### src/rtl/spi_rom_pkg.sv
// -----------------------------------------------------------------------------
// spi_rom_pkg
// Shared definitions for the SPI ROM read arbiter: FSM state encoding, SPI
// flash opcodes, preamble field widths and a helper that builds the
// command/address word shifted out at the start of every read.
// No ports (package).
// -----------------------------------------------------------------------------
package spi_rom_pkg;

  // FSM state enumeration (plain constants for legacy-tool compatibility)
  typedef logic [2:0] state_t;
  localparam state_t ST_IDLE  = 3'd0;
  localparam state_t ST_CMD   = 3'd1;
  localparam state_t ST_ADDR  = 3'd2;
  localparam state_t ST_DUMMY = 3'd3;
  localparam state_t ST_DATA  = 3'd4;
  localparam state_t ST_GAP   = 3'd5;

  // SPI flash read opcodes
  localparam logic [7:0] OP_READ      = 8'h03;
  localparam logic [7:0] OP_FAST_READ = 8'h0B;

  // Preamble field lengths in SPI bits
  localparam int CMD_BITS   = 8;
  localparam int ADDR_BITS  = 24;
  localparam int DUMMY_BITS = 8;
  localparam int PRE_BITS   = CMD_BITS + ADDR_BITS;

  // Opcode followed by the start address, MSB first on the wire
  function automatic logic [PRE_BITS-1:0] build_preamble(input logic [7:0]  op,
                                                          input logic [23:0] addr);
    return {op, addr};
  endfunction

endpackage

### src/rtl/spi_bit_engine.sv
// -----------------------------------------------------------------------------
// spi_bit_engine
// Two-phase SPI bit timing plus the transmit/receive shift registers.
// Each bit lasts two clk cycles: phase 0 (sclk=0, mosi updated), phase 1
// (sclk=1). MISO is shifted in on the clk edge that ends phase 1.
// Ports:
//   clk, reset     : system clock, asynchronous active-high reset
//   i_start        : load i_word and raise chip select on the next edge
//   i_word[31:0]   : preamble (opcode + address), sent MSB first
//   i_stop         : end the transfer at the close of the current phase 1
//   i_miso         : serial data from the ROM
//   o_cs, o_sclk, o_mosi : registered SPI pins
//   o_bit_end      : current cycle is phase 1 of a bit
//   o_rx_byte[7:0] : last seven sampled bits plus the live MISO bit
// -----------------------------------------------------------------------------
module spi_bit_engine
  import spi_rom_pkg::*;
(
  input  logic                clk,
  input  logic                reset,
  input  logic                i_start,
  input  logic [PRE_BITS-1:0] i_word,
  input  logic                i_stop,
  input  logic                i_miso,
  output logic                o_cs,
  output logic                o_sclk,
  output logic                o_mosi,
  output logic                o_bit_end,
  output logic [7:0]          o_rx_byte
);

  logic                r_cs;
  logic                r_phase;
  logic [PRE_BITS-1:0] r_tx;
  logic [7:0]          r_rx;

  // NOTE: state registers use non-blocking assignments so every flop samples
  // pre-edge values regardless of statement order.
  always_ff @(posedge clk or posedge reset) begin
    if (reset) begin
      r_cs    <= 1'b0;
      r_phase <= 1'b0;
      r_tx    <= '0;
      r_rx    <= '0;
    end else if (i_start) begin
      r_cs    <= 1'b1;
      r_phase <= 1'b0;
      r_tx    <= i_word;
      r_rx    <= '0;
    end else if (r_cs) begin
      r_phase <= ~r_phase;
      if (r_phase) begin
        // Zero fill: once the preamble has left, MOSI idles low for the
        // dummy and data bits without any extra gating.
        r_tx <= {r_tx[PRE_BITS-2:0], 1'b0};
        r_rx <= {r_rx[6:0], i_miso};
        if (i_stop) r_cs <= 1'b0;
      end
    end
  end

  assign o_cs      = r_cs;
  assign o_sclk    = r_phase;   // phase only toggles while cs is high
  assign o_mosi    = r_tx[PRE_BITS-1];
  assign o_bit_end = r_cs & r_phase;
  // The final bit of a byte is taken straight from MISO so the byte can be
  // presented in the same cycle it completes.
  assign o_rx_byte = {r_rx[6:0], i_miso};

endmodule

### src/rtl/spi_rom_arbiter.sv
// -----------------------------------------------------------------------------
// spi_rom_arbiter
// Round-robin arbiter between two read requesters sharing one SPI ROM.
// Grants one request in IDLE, then sequences CMD -> ADDR -> [DUMMY] -> DATA
// -> GAP through spi_bit_engine and streams received bytes back.
// Build option: define SPI_ROM_ARB_FAST_READ_EN to use opcode 0Bh with eight
// dummy bits (first byte at grant+96); default is opcode 03h (grant+80).
// Parameters: LEN_W (byte-count width), CS_GAP (min cycles of cs low).
// Ports:
//   clk, reset                 : clock, asynchronous active-high reset
//   reqN_valid/addr/len        : read request from requester N
//   reqN_ready                 : one-cycle grant pulse to requester N
//   rd_data/valid/id/last      : received byte stream, tagged with owner
//   busy                       : FSM not in IDLE
//   spi_cs/sclk/mosi, spi_miso : SPI pins (cs active high)
// -----------------------------------------------------------------------------
module spi_rom_arbiter
  import spi_rom_pkg::*;
#(
  parameter int LEN_W  = 5,
  parameter int CS_GAP = 2
) (
  input  logic             clk,
  input  logic             reset,
  input  logic             req0_valid,
  input  logic [23:0]      req0_addr,
  input  logic [LEN_W-1:0] req0_len,
  output logic             req0_ready,
  input  logic             req1_valid,
  input  logic [23:0]      req1_addr,
  input  logic [LEN_W-1:0] req1_len,
  output logic             req1_ready,
  output logic [7:0]       rd_data,
  output logic             rd_valid,
  output logic             rd_id,
  output logic             rd_last,
  output logic             busy,
  output logic             spi_cs,
  output logic             spi_sclk,
  output logic             spi_mosi,
  input  logic             spi_miso
);

`ifdef SPI_ROM_ARB_FAST_READ_EN
  localparam logic [7:0] OPCODE = OP_FAST_READ;
`else
  localparam logic [7:0] OPCODE = OP_READ;
`endif

  state_t           r_state;
  logic [7:0]       r_cnt;       // bit counter within a field, or gap counter
  logic [LEN_W-1:0] r_len_left;
  logic [23:0]      r_addr;
  logic             r_id;
  logic             r_rr_ptr;    // requester favoured when both are valid
  logic             r_ready0;
  logic             r_ready1;

  logic             w_grant;
  logic             w_gid;
  logic [LEN_W-1:0] w_glen;
  logic             w_start;
  logic             w_bit_end;
  logic             w_byte_end;
  logic             w_last_byte;
  logic [7:0]       w_rx_byte;

  // A sole valid requester always wins; the pointer only breaks ties.
  assign w_grant = (r_state == ST_IDLE) && (req0_valid || req1_valid);
  assign w_gid   = (req0_valid && req1_valid) ? r_rr_ptr : req1_valid;
  assign w_glen  = w_gid ? req1_len : req0_len;

  // The engine starts one cycle after the grant so cs rises after req_ready.
  assign w_start     = (r_state == ST_CMD) && (r_ready0 || r_ready1);
  assign w_byte_end  = (r_state == ST_DATA) && w_bit_end && (r_cnt == 8'd7);
  assign w_last_byte = (r_len_left == LEN_W'(1));

  always_ff @(posedge clk or posedge reset) begin
    if (reset) begin
      r_state    <= ST_IDLE;
      r_cnt      <= '0;
      r_len_left <= '0;
      r_addr     <= '0;
      r_id       <= 1'b0;
      r_rr_ptr   <= 1'b0;
      r_ready0   <= 1'b0;
      r_ready1   <= 1'b0;
    end else begin
      r_ready0 <= 1'b0;
      r_ready1 <= 1'b0;
      case (r_state)
        ST_IDLE: begin
          if (w_grant) begin
            r_ready0   <= ~w_gid;
            r_ready1   <= w_gid;
            r_id       <= w_gid;
            r_addr     <= w_gid ? req1_addr : req0_addr;
            r_len_left <= w_glen;
            r_rr_ptr   <= ~w_gid;
            r_cnt      <= '0;
            // A zero-length read is acknowledged but never leaves IDLE.
            if (w_glen != '0) r_state <= ST_CMD;
          end
        end
        ST_CMD: begin
          if (w_bit_end) begin
            if (r_cnt == 8'(CMD_BITS - 1)) begin
              r_cnt   <= '0;
              r_state <= ST_ADDR;
            end else begin
              r_cnt <= r_cnt + 8'd1;
            end
          end
        end
        ST_ADDR: begin
          if (w_bit_end) begin
            if (r_cnt == 8'(ADDR_BITS - 1)) begin
              r_cnt <= '0;
`ifdef SPI_ROM_ARB_FAST_READ_EN
              r_state <= ST_DUMMY;
`else
              r_state <= ST_DATA;
`endif
            end else begin
              r_cnt <= r_cnt + 8'd1;
            end
          end
        end
        ST_DUMMY: begin
          if (w_bit_end) begin
            if (r_cnt == 8'(DUMMY_BITS - 1)) begin
              r_cnt   <= '0;
              r_state <= ST_DATA;
            end else begin
              r_cnt <= r_cnt + 8'd1;
            end
          end
        end
        ST_DATA: begin
          if (w_bit_end) begin
            if (r_cnt == 8'd7) begin
              r_cnt      <= '0;
              r_len_left <= r_len_left - LEN_W'(1);
              if (w_last_byte) r_state <= ST_GAP;
            end else begin
              r_cnt <= r_cnt + 8'd1;
            end
          end
        end
        ST_GAP: begin
          if (r_cnt == 8'(CS_GAP - 1)) begin
            r_cnt   <= '0;
            r_state <= ST_IDLE;
          end else begin
            r_cnt <= r_cnt + 8'd1;
          end
        end
        default: r_state <= ST_IDLE;
      endcase
    end
  end

  spi_bit_engine u_engine (
    .clk       (clk),
    .reset     (reset),
    .i_start   (w_start),
    .i_word    (build_preamble(OPCODE, r_addr)),
    .i_stop    (w_byte_end && w_last_byte),
    .i_miso    (spi_miso),
    .o_cs      (spi_cs),
    .o_sclk    (spi_sclk),
    .o_mosi    (spi_mosi),
    .o_bit_end (w_bit_end),
    .o_rx_byte (w_rx_byte)
  );

  assign req0_ready = r_ready0;
  assign req1_ready = r_ready1;
  assign rd_valid   = w_byte_end;
  assign rd_last    = w_byte_end && w_last_byte;
  assign rd_data    = w_byte_end ? w_rx_byte : 8'h00;
  assign rd_id      = r_id;
  assign busy       = (r_state != ST_IDLE);

endmodule

### config.mk
export PLATFORM = sky130hd
export DESIGN_NAME = spi_rom_arbiter
export DESIGN_NICKNAME = d
export VERILOG_FILES = /design/src/rtl/spi_rom_pkg.sv /design/src/rtl/spi_bit_engine.sv /design/src/rtl/spi_rom_arbiter.sv
export SDC_FILE = /design/constraint.sdc
export NUM_CORES = 1
export LEC_CHECK = 0
export CELL_PAD_IN_SITES_DETAIL_PLACEMENT = 0
export CELL_PAD_IN_SITES_GLOBAL_PLACEMENT = 1
export CORE_MARGIN = 2
export CORE_UTILIZATION = 43
export CTS_BUF_LIST = sky130_fd_sc_hd__clkbuf_8
export DETAILED_ROUTE_END_ITERATION = 10
export HOLD_SLACK_MARGIN = 0.08
export PLACE_DENSITY = 0.88
export SETUP_SLACK_MARGIN = 0.4
export SLEW_MARGIN = 40
export SYNTH_ARGS = -nofsm -noshare
export SYNTH_HDL_FRONTEND = slang
export SYNTH_HIERARCHICAL = 1
export SYNTH_SLANG_ARGS = --single-unit
### constraint.sdc
create_clock -name clk -period 2.1 [get_ports clk]
set_input_delay 0.42 -clock clk [delete_from_list [all_inputs] [get_ports clk]]
set_output_delay 0.42 -clock clk [all_outputs]
set_load 0.01 [all_outputs]
* Word-level counts from Yosys, hierarchy flattened
Cells that the tools add are included. Widths: inputs -> output; s select.
Storage, ports and cells: word-level logic and storage cells 104, register bits 85, input bits 63
Operators by class: mux-type cells 44, reductions and logical operators 21, $add $sub $neg 2, bitwise gates (word level) 3, equality and inequality tests 22
Operators by type and width (number):
- $mux 32 | 3
- $mux 8 | 7
- $mux 3 | 12
- $pmux 8 s4 | 1
- $mux 24 | 1
- $mux 7 | 3
- $mux 5 | 4
- $ne 2x2->1 const B | 9
- $pmux 3 s6 | 1
- $reduce_and 12->1 | 1
- $mux 1 | 11
- $pmux 5 s2 | 1
- $add 8x1->8 const B | 1
- $eq 8x1->1 const B | 1
- $eq 8x3->1 const B | 1
- $eq 8x5->1 const B | 1
- $ne 2x1->1 const B | 4
- $reduce_and 4->1 | 2
- $eq 3x2->1 const B | 2
- $eq 3x3->1 const B | 2
- $logic_and 1x1->1 | 6
- $reduce_bool 2->1 | 3
- $eq 5x1->1 const B | 1
- $reduce_bool 5->1 | 1
- 10 further kinds | 13

* Logic depth before layout (Yosys ltp)
Gate-level depths: netlist of run 1.
depth after elaboration 8, depth in mapped cells 9, depth with buffers taken out 7

* Modules after synthesis
Netlist of run 1, hierarchy kept.
Modules (own cells, without submodules):
- spi_rom_arbiter | cells an instance 263, times used 1, sequential area each 1101.1 um^2, area each 2516.2 um^2
- spi_bit_engine | cells an instance 221, times used 1, sequential area each 1026.0 um^2, area each 2342.2 um^2

* Least setup slack after synthesis of run 1
Ideal clock, no wire load.
path kind reg-to-output, start register r_state[2], end output port rd_last, setup slack 0.132 ns, arrival time 1.548 ns, stages on the path, launching flop included 6, required time 1.680 ns, path through dfrtp_1 -> buf_2 -> nor3b_1 -> and4_1 -> clkbuf_1 -> and2_1
On the way: longest elaborated chain between the ends 4
RTL lines:
- start, declared | RTL line spi_rom_arbiter.sv:50 | state_t r_state;
- start signal, assigned | RTL line spi_rom_arbiter.sv:80 | r_state <= ST_IDLE;
- start signal, assigned | RTL line spi_rom_arbiter.sv:102 | if (w_glen != '0) r_state <= ST_CMD;
- start signal, assigned | RTL line spi_rom_arbiter.sv:109 | r_state <= ST_ADDR;
- $eq 3x3->1 | RTL line spi_rom_arbiter.sv:75 | assign w_byte_end = (r_state == ST_DATA) && w_bit_end && (r_cnt == 8'd7);
- $logic_and 1x1->1 (2 in series) | RTL line spi_rom_arbiter.sv:75
- net rd_valid | RTL line spi_rom_arbiter.sv:34 | output logic rd_valid,
- $logic_and 1x1->1 | RTL line spi_rom_arbiter.sv:180 | assign rd_last = w_byte_end && w_last_byte;
- end, declared | RTL line spi_rom_arbiter.sv:36 | output logic rd_last,
The timed path passes the listed nets, and every way through them passes these cells.

* Final worst setup path of run 1
start register r_state[0], end output port rd_last
On the way: longest elaborated chain between the ends 4
RTL lines (RTL line):
- $eq 3x3->1 | spi_rom_arbiter.sv:75
- $logic_and 1x1->1 (2 in series) | spi_rom_arbiter.sv:75
- $logic_and 1x1->1 | spi_rom_arbiter.sv:180
No other way between the ends.

==> metrics.md, run 1 <==
| Metric | Value |
|---|---|
| Num CTS Buffers | `9` |
| Die H | `110 um` |
| DIE AREA | `12,200 sq um` |
| Crit-path max cell delay | `0.43 ns` |
| Crit start category | `register` |
| Placed instance area | `6090 sq um` |
| CTS Sinks | `85` |
| Crit path arrival time | `1.93 ns` |
| CP Class | `register to primary output` |
| Final instance area | `7980 sq um` |
| Register area share after synthesis | `0.438` |
| Actual slew at the worst max-slew pin | `0.574 ns` |
| Post-synth EDFFs | `0` |
| Netlist cell types | `58` |
| Die X | `110 um` |
| Share of layout cells above drive strength 1 | `0.465` |
| Number of I/O pins | `80` |
| Final period util | `1.12` |
| Synthesis Warnings | `6` |
| Synth Cell Area | `4860 sq um` |
| First-pass GRT wire length | `23,100 um` |
| Post-detail-place hpwl | `7690 um` |
| Worst vdd ir | `794 uV` |
| Delay-heaviest family, CP | `simple AND/OR/NAND/NOR gates` |
| Lkg Pwr | `0.00359 uW` |
| Vias/cell | `5.83` |
| Multi-input logic area | `3200 sq um` |
| I/O Buffers | `79` |
| Largest fanout on the critical path | `3` |
| Final Skew | `0.0199 ns` |
| Largest net degree at the start of global routing | `45` |
| Final core occ | `0.729` |
| Worst EP required | `1.68 ns` |
| Syn avg cell area | `10.0 sq um` |
| Async set-or-reset flop fraction in the synthesized netlist | `1.00` |
| Synth area leader | `dfrtp_1` |
| Skew-Pair Late Insertion Delay | `0.36 ns` |
| Worst slack, placed | `-0.0652 ns` |
| Iter 0 DRT Violations | `399` |
| Fin. max-slew vios | `0` |
| CP Buf/Inv Count | `3` |
| CTS tree | `done` |
| Failing checks | `negative setup slack` |
| Fillers | `684` |
| Synth Flop Type | `dfrtp_1` |
| Fin. Hold Viols | `0` |
| Largest cells by area after synthesis | `dfrtp_1 44%, o211ai_2 7.2%, mux2i_1 6.2%, nand4b_1 5.6%, nand2_1 5.2%` |
| Synth Instances | `484` |
| Relative slew margins | `0.618` |
| Final ANT Viol Nets | `0` |
| Fmax | `0.426 GHz` |
| Clock-pin slew on the worst setup and hold paths | `0.09 ns` |
| Vias in the first global route | `4,405` |
| DRC viols | `0` |
| Crit-path most repeated cell | `buf_6` |
| Total power | `8140 uW` |
| Most numerous cell in the Yosys netlist | `dfrtp_1` |
| Crit end category | `primary output` |
| Max H-tree Level | `3` |
| Worst min path class | `input port to asynchronous set/reset pin` |
| CTS root buffer | `clkbuf_8` |
| Most frequent cells after synthesis | `85 x dfrtp_1, 67 x nand2_1, 31 x nand2b_1, 31 x nand4b_1` |
| Tot GR Track Use | `0.247` |
| Final WS setup | `-0.249 ns` |
| Nets | `721` |
| # diodes | `0` |
| Yosys reg bits | `85` |
| Status | `finished with violations` |
| Synth-to-layout area growth | `64.2%` |
| CTS Buffer Depth | `2` |
| # rows | `38` |
| Unrepaired setup endpoints after global routing | `yes` |
| Initial antenna violation count | `0` |
| Min Tclk post-route | `2.35 ns` |
| Top-area cell type share of the netlist area | `0.438` |
| Sequential Area | `2130 sq um` |
| Post-DR wirelength/cell | `20.3 um` |
| Final GP Congestion | `0.832` |
| Core ar. | `10,900 sq um` |
| Crit path cell chain | `nor3b_2 -> and4_4 -> buf_6 -> buf_6 -> and2_4 -> buf_6` |
| PD cells | `1020 nW/um^2` |
| Drt pass-1 iters | `5` |
| Initial Util | `0.444` |
| Slowest stage cell on the critical path | `nor3b_2` |
| Finish-stage setup viols | `17` |
| Max cap viols | `0` |
| Global route total overflow | `0` |
| Via count | `4,654` |
| Final setup TNS | `-2.40 ns` |
| Detailed Route WL | `16,200 um` |
==> stage by stage <==
step                cells  hold WS, ns
finish                798        0.435
global route          798        0.467
CTS                   769        0.443
detailed placement    711        0.469
global placement      711        0.464
floorplan             490        0.450
==> metal layers <==
metal / GRT usage / vias up / part of all wire
met5: 0 / - / 0
met4: 0.0670 / 0 / 0.019
met3: 0.0417 / 30 / 0.064
met2: 0.402 / 204 / 0.50
met1: 0.343 / 2329 / 0.42
li1: - / 2091 / -
==> what timing repair did <==
item                       in CTS  in global routing
pin swaps                      39                 19
setup buffers                  34                 21
gates resized for setup       219                 54
setup endpoints to repair      93                100
gates cloned                    9                  8
hold buffers                    0                  0
==> final cells by class <==
| cell class | instances | share of cell area |
|---|---|---|
| clock inverters | 4 | 0.00518 |
| repair buffers | 192 | 0.280 |
| inverters | 10 | 0.00580 |
| well taps | 140 | 0.0220 |
| clock buffers | 11 | 0.0190 |
| multi-input cells | 356 | 0.402 |
| flip-flops and latches | 85 | 0.267 |
==> worst paths after layout <==
kind / from / end / slack, ns / cells past startpoint
min in group clk: rd_id / rd_id / 0.49 / 1
hold / removal: reset / r_cnt[5] / 0.44 / 3
hold reg to reg: rd_id / rd_id / 0.49 / 1
setup reg to reg: r_cnt[0] / r_cnt[4] / -0.15 / 8
setup / recovery: r_state[0] / rd_last / -0.25 / 6
max in group asynchronous: reset / u_engine/r_tx[11] / 1.19 / 3
==> placed cells by master (no fill, tap or decap), types with 4 or more instances in the layout <==
| master | count |
|---|---|
| o211ai_2 | 28 |
| a21oi_2 | 10 |
| buf_8 | 5 |
| a21o_1 | 4 |
| conb_1 | 8 |
| and2_4 | 11 |
| a21bo_2 | 7 |
| buf_6 | 45 |
| inv_1 | 9 |
| buf_4 | 51 |
| clkbuf_16 | 6 |
| nand2_2 | 21 |
| clkbuf_8 | 11 |
| clkdlybuf4s50_1 | 62 |
| nor2_4 | 4 |
| dfrtp_1 | 85 |
| mux2i_1 | 30 |
| nand2b_1 | 8 |
| o21ai_2 | 10 |
| nand2b_4 | 23 |
| nand2_1 | 33 |
| nor2_1 | 10 |
| nand4b_1 | 31 |
| nand3_1 | 10 |
| buf_12 | 12 |
| bufbuf_16 | 4 |
| o21ai_0 | 4 |
| nand2_4 | 13 |
| a21oi_1 | 5 |
| o21ai_1 | 17 |
==> worst register-to-register path: stages, from the launching register on <==
cell and delay, ns:
dfrtp_1 0.40, ha_2 0.19, and3b_2 0.24, buf_6 0.13, buf_6 0.10, buf_6 0.12
a311o_2 0.43, a2111oi_4 0.41, a221o_1 0.17
==> flip-flops by register name (all words and copies together), names as in the netlist <==
signal,cells
u_engine/r_tx,32
r_addr,24
r_cnt,8
u_engine/r_rx,7
r_len_left,5
r_state,3
r_rr_ptr,1
rd_id,1
req0_ready,1
req1_ready,1
u_engine/o_cs,1
u_engine/o_sclk,1
==> kinds of logic after synthesis <==
family                     after synthesis  synth area share
xor gates and xnor gates                 1           0.00180
other                                    2           0.00155
DFF                                     85             0.438
buffers and inverters                   51            0.0605
muxes                                   32            0.0672
adders and majority gates                4            0.0103
and+or+nand+nor                        192             0.224
AOI/OAI and AO/OA                      117             0.197
==> report_power, final <==
part / internal, uW / leakage (uW) / total (uW) / switching, uW
clock: 597 / 0.000109 / 1180 / 584
combinational: 2170 / 0.00241 / 4130 / 1960
sequential: 2250 / 0.00107 / 2820 / 570
Power figures use the tool's default switching activity.
==> run 2, diff against run 1 <==
--- a/config.mk
+++ b/config.mk
@@ -7,7 +7,7 @@
 export LEC_CHECK = 0
 export CELL_PAD_IN_SITES_DETAIL_PLACEMENT = 0
 export CELL_PAD_IN_SITES_GLOBAL_PLACEMENT = 1
-export CORE_MARGIN = 2
+export CORE_MARGIN = 4
 export CORE_UTILIZATION = 43
 export CTS_BUF_LIST = sky130_fd_sc_hd__clkbuf_8
 export DETAILED_ROUTE_END_ITERATION = 10
==> metrics.md, run 2 (synthesis results as in run 1) <==
| Metric | Value |
|---|---|
| Max cap viols | `0` |
| Final Skew | `0.0134 ns` |
| Final WS setup | `-0.234 ns` |
| Worst setup path endpoint | `rd_last` |
| I/O Buffers | `79` |
| CTS root buffer | `clkbuf_8` |
| Sequential Area | `2130 sq um` |
| Post-detail-place hpwl | `7440 um` |
| Final period util | `1.11` |
| Nets | `712` |
| Reg-to-reg startpoint | `r_cnt[5]` |
| Finish-stage setup viols | `25` |
| CTS tree | `done` |
| CTS Buffer Depth | `2` |
| Max H-tree Level | `3` |
| Max FFs per register | `32` |
| Status | `finished with violations` |
| Commonest cells after routing, fill and taps aside | `85 x dfrtp_1, 62 x clkdlybuf4s50_1, 46 x buf_6` |
| CP Launch Point | `r_state[0]` |
| Min Tclk post-route | `2.33 ns` |
| Lkg Pwr | `0.00359 uW` |
| Delay-heaviest family, CP | `simple AND/OR/NAND/NOR gates` |
| Iter 0 DRT Violations | `340` |
| Placed insts | `702` |
| Failing checks | `negative setup slack` |
| Die H | `114 um` |
| CTS Sinks | `85` |
| Final ANT Viol Nets | `0` |
| Drt pass-1 iters | `6` |
| Number of I/O pins | `80` |
| Worst vdd ir | `567 uV` |
| DIE AREA | `13,100 sq um` |
| Share of layout cells above drive strength 1 | `0.432` |
| First-pass GRT wire length | `23,400 um` |
| Post-DR wirelength/cell | `21.5 um` |
| Initial antenna violation count | `0` |
| Tot GR Track Use | `0.226` |
| Crit start category | `register` |
| R2R depth | `10` |
| Detailed Route WL | `17,000 um` |
| Multi-input logic area | `3130 sq um` |
| Biggest register | `u_engine/r_tx` |
| Initial Util | `0.444` |
| Final core occ | `0.721` |
| Die X | `114 um` |
| Via count | `4,656` |
| WP depth | `6` |
| Core ar. | `10,900 sq um` |
| Vias in the first global route | `4,554` |
| Total power | `8510 uW` |
| Relative slew margins | `0.625` |
| Worst min path class | `input port to asynchronous set/reset pin` |
| Hold Buf Count CTS | `0` |
| Fillers | `677` |
| Crit-path max cell delay | `0.42 ns` |
| Largest fanout on the critical path | `3` |
| CP Class | `register to primary output` |
| Most common cell after layout, fill and taps aside | `dfrtp_1` |
| Fin. max-slew vios | `0` |
| Clock-pin slew on the worst setup and hold paths | `0.09 ns` |
| Largest registers | `u_engine/r_tx x32, r_addr x24, r_cnt x8` |
| R2r endpoint | `r_cnt[3]` |
| Synth-to-layout area growth | `62.2%` |
| CP Buf/Inv Count | `3` |
| Crit end category | `primary output` |
| Crit path arrival time | `1.91 ns` |
| Fmax | `0.429 GHz` |
| R2R Setup Slk | `-0.22 ns` |
| Skew-Pair Late Insertion Delay | `0.37 ns` |
| # rows | `38` |
| Worst EP required | `1.68 ns` |
| # diodes | `0` |
| Fin. Hold Viols | `0` |
| Unrepaired setup endpoints after global routing | `yes` |
| Num CTS Buffers | `9` |
| Largest net degree at the start of global routing | `45` |
| Global route total overflow | `0` |
| Actual slew at the worst max-slew pin | `0.562 ns` |
| DRC viols | `0` |
| PD cells | `1080 nW/um^2` |
| Vias/cell | `5.89` |
| Slowest stage cell on the critical path | `dfrtp_1` |
| Crit-path most repeated cell | `buf_6` |
| Post-Layout Cell Count | `790` |
| Final GP Congestion | `0.791` |
| Crit path cell chain | `nor3b_2 -> and4_4 -> buf_6 -> buf_6 -> and2_4 -> buf_6` |
run 2: changes by cell type in the layout (fill, tap and decap cells not counted), sizes merged:
cell,delta
dlygate4sd2,+1
clkbuf,-8
dlymetal6s2s,-1
bufinv,+3
buf,-3
run 2: worst min-delay path by stage:
stage,from,endpoint,slack [ns],depth (start not counted)
final,reset,r_cnt[0],0.47,3
after detailed placement,r_addr[17],r_addr[17],0.47,2
after CTS,reset,u_engine/o_sclk,0.44,3
after floorplan,r_addr[0],r_addr[0],0.45,2
after global placement,r_addr[3],r_addr[3],0.47,2
after global routing,reset,u_engine/o_sclk,0.49,3
run 2: metal layers:
layer / up-vias / GRT usage / wire (um)
met1: 2337 / 0.310 / 7120
li1: 2071 / - / -
met4: 0 / 0.0784 / 407
met5: - / 0 / 0
met2: 201 / 0.360 / 8450
met3: 47 / 0.0439 / 972
run 2: metrics by stage:
stage	TNS, ns	area, sq um	hold WS, ns	setup WS, ns
finish	-3.69	7880	0.474	-0.234
global placement	-1.16	6020	0.467	-0.132
detailed placement	-1.88	6020	0.474	-0.179
floorplan	0	5010	0.450	0.308
CTS	-0.987	7420	0.439	-0.160
global route	-5.03	7880	0.486	-0.298
run 2: timing repair:
action                                 4_1_cts  5_1_grt
cloned                                      14        0
endpoints found under the hold margin        0        0
gates resized for setup                    193       77
pin swaps                                   47       32
setup endpoints to repair                   89       90
setup buffers                               47       11
run 2: worst min-delay path: cells and delay by family:
family                 cells  cell delay [ns]
buffers and inverters      3             0.81
run 2: area by class of cell:
class | instances | share of cell area
inverter | 10 | 0.00587
multi-input combinational | 356 | 0.397
sequential | 85 | 0.270
clock inverter | 7 | 0.0167
clock buffer | 9 | 0.0157
tap | 140 | 0.0222
timing repair buffer | 183 | 0.273
run 2: power breakdown:
part | internal (uW) | switching (uW) | total [uW]
clock network | 898 | 606 | 1500
logic | 2140 | 2050 | 4190
registers | 2250 | 560 | 2810
total | 5290 | 3220 | 8510
==> edit, RTL diff (config.mk and constraints of run 1) <==
Change the parameter `LEN_W` from 5 to 10.
--- a/src/rtl/spi_rom_arbiter.sv
+++ b/src/rtl/spi_rom_arbiter.sv
@@ -17,7 +17,7 @@
 module spi_rom_arbiter
   import spi_rom_pkg::*;
 #(
-  parameter int LEN_W  = 5,
+  parameter int LEN_W  = 10,
   parameter int CS_GAP = 2
 ) (
   input  logic             clk,
Ports: changed (resized req0_len and req1_len); port bits go from 80 to 90. The function was not compared with the original's and may differ.
==> edit against run 1 <==
The flow still finishes with violations (negative setup slack). Worst hold slack improved by 0.0016 ns. Design area rose by 4.3%. Wire length is 17% higher. Sequential cell count rose by 5. Fmax is 10% lower. Area after synthesis increased by 5.8%. Setup slack got worse by 0.27 ns. Critical endpoint is now rd_data[4].
Power is not compared: it rests on default switching activity, and its combinational part moved more than twofold at a synthesized area within 25%.
==> edit: results <==
{
  "status": "complete, but fails checks",
  "violations": "negative setup slack",
  "setup_viol": 30,
  "routed_wirelength_um": 18900,
  "reg_top3": "u_engine/r_tx: 32 flops, r_addr: 24 flops, r_len_left: 10 flops",
  "relSlewSlack": 0.663,
  "ys_seq_area_frac": 0.438,
  "clk_pin_slew_ns": 0.11,
  "crit_arrival_ns": 2.20,
  "grt_max_degree": 50,
  "final_nets": 784,
  "dr.pass1.iters": 7,
  "htreeDepth": 3,
  "track_usage": 0.261,
  "clk_latency_ns": 0.39,
  "grt_pass1_vias": 5091,
  "grt_pass1_wl_um": 26300,
  "vias": 5231,
  "n_fill_cell": 762,
  "drive_gt1_frac": 0.399,
  "yosys.cell_types.count": 60,
  "netlist_top_cells_count": "90 x dfrtp_1, 54 x nand2_1, 38 x inv_1, 34 x nand2b_1, 31 x nand4b_1",
  "drtIter0Drc": 543,
  "fin_ws_ns": -0.520,
  "dp_hpwl_um": 8440,
  "synth_area_leaders": "dfrtp_1 44%, o211ai_2 6.8%, nand4b_1 5.3%, a222oi_1 4.7%, nand2b_1 4.1%",
  "globalplace.congestion": 0.841,
  "portBuffers": 89,
  "critPathMaxStageDelay_ns": 0.56,
  "antenna_found_initial": 0,
  "fin_skew_ns": 0.0201
}
-- edit: cell types whose count changed in the layout (fill, tap and decap cells not counted), sizes merged, moves of 6 or more --
cell           before  now
and3                1    9
a222oi              0   24
nand3              12   18
o21ai              32   19
nand2              68   55
mux2i              30   13
and2               14    4
inv                11   39
clkdlybuf4s50      62   72
nor3                1    8
buf               116  130
-- edit: final timing paths --
path | start | end | slack, ns | depth (start not counted)
worst min register to register | rd_id$_DFFE_PP0P_ | rd_id$_DFFE_PP0P_ | 0.50 | 1
min in group clk | rd_id$_DFFE_PP0P_ | rd_id$_DFFE_PP0P_ | 0.50 | 1
worst max-delay path | r_cnt[7]$_DFFE_PP0P_ | rd_data[4] | -0.52 | 7
max in group asynchronous | reset | u_engine/r_tx[3]$_DFFE_PP0P_ | 1.16 | 3
worst max register to register | r_cnt[7]$_DFFE_PP0P_ | r_len_left[2]$_DFFE_PP0P_ | -0.42 | 12
worst min-delay path | reset | u_engine/r_rx[2]$_DFFE_PP0P_ | 0.44 | 2
-- edit: repair_timing --
| action | CTS | global route |
|---|---|---|
| gates cloned | 16 | 8 |
| endpoints found under the setup margin | 95 | 103 |
| hold buffers | 0 | 0 |
| resized for setup | 196 | 32 |
| setup buffers | 29 | 29 |
| pin swaps | 64 | 36 |
-- edit: logic make-up after synthesis --
logic type	count (synthesis)	synth area share
AOI/OAI and AO/OA	124	0.210
xor gates and xnor gates	2	0.00341
adders and majority gates	4	0.00974
buffers and inverters	84	0.0867
DFF	90	0.438
muxes	14	0.0275
other	2	0.00146
and+or+nand+nor	198	0.223
-- edit: power breakdown --
group          internal, mW  leakage [nW]  switching (mW)
logic                 0.144          2.65          0.0946
registers              1.73          1.16               0
clock network         0.698         0.114           0.679
total                  2.57          3.93           0.774
-- edit: area by class of cell --
| type | instances | area [um^2] | area share |
|---|---|---|---|
| Clock inverter | 5 | 81.3 | 0.00977 |
| Timing Repair Buffer | 215 | 2530 | 0.304 |
| Inverter | 38 | 148 | 0.0177 |
| Clock buffer | 10 | 138 | 0.0165 |
| Sequential cell | 90 | 2260 | 0.271 |
| Tap cell | 143 | 179 | 0.0215 |
| Multi-Input combinational cell | 353 | 2990 | 0.359 |
-- edit: layer usage --
metal,vias to the layer above,share of wire,GRT usage
li1,2282,-,-
met2,311,0.50,0.451
met5,-,0,0
met4,0,0.044,0.130
met3,68,0.077,0.0337
met1,2570,0.38,0.322
-- edit: through the flow --
stage               worst slack, ns  area, um^2  hold slack [ns]  std cells  TNS, ns
floorplan                   -0.0616        5210            0.450        524  -0.0616
global placement             -0.442        6370            0.467        757    -8.57
detailed placement           -0.476        6380            0.467        757    -5.42
CTS                          -0.437        7730            0.435        817    -5.39
global route                 -0.624        8320            0.452        854   -11.21
finish                       -0.520        8320            0.437        854    -8.64
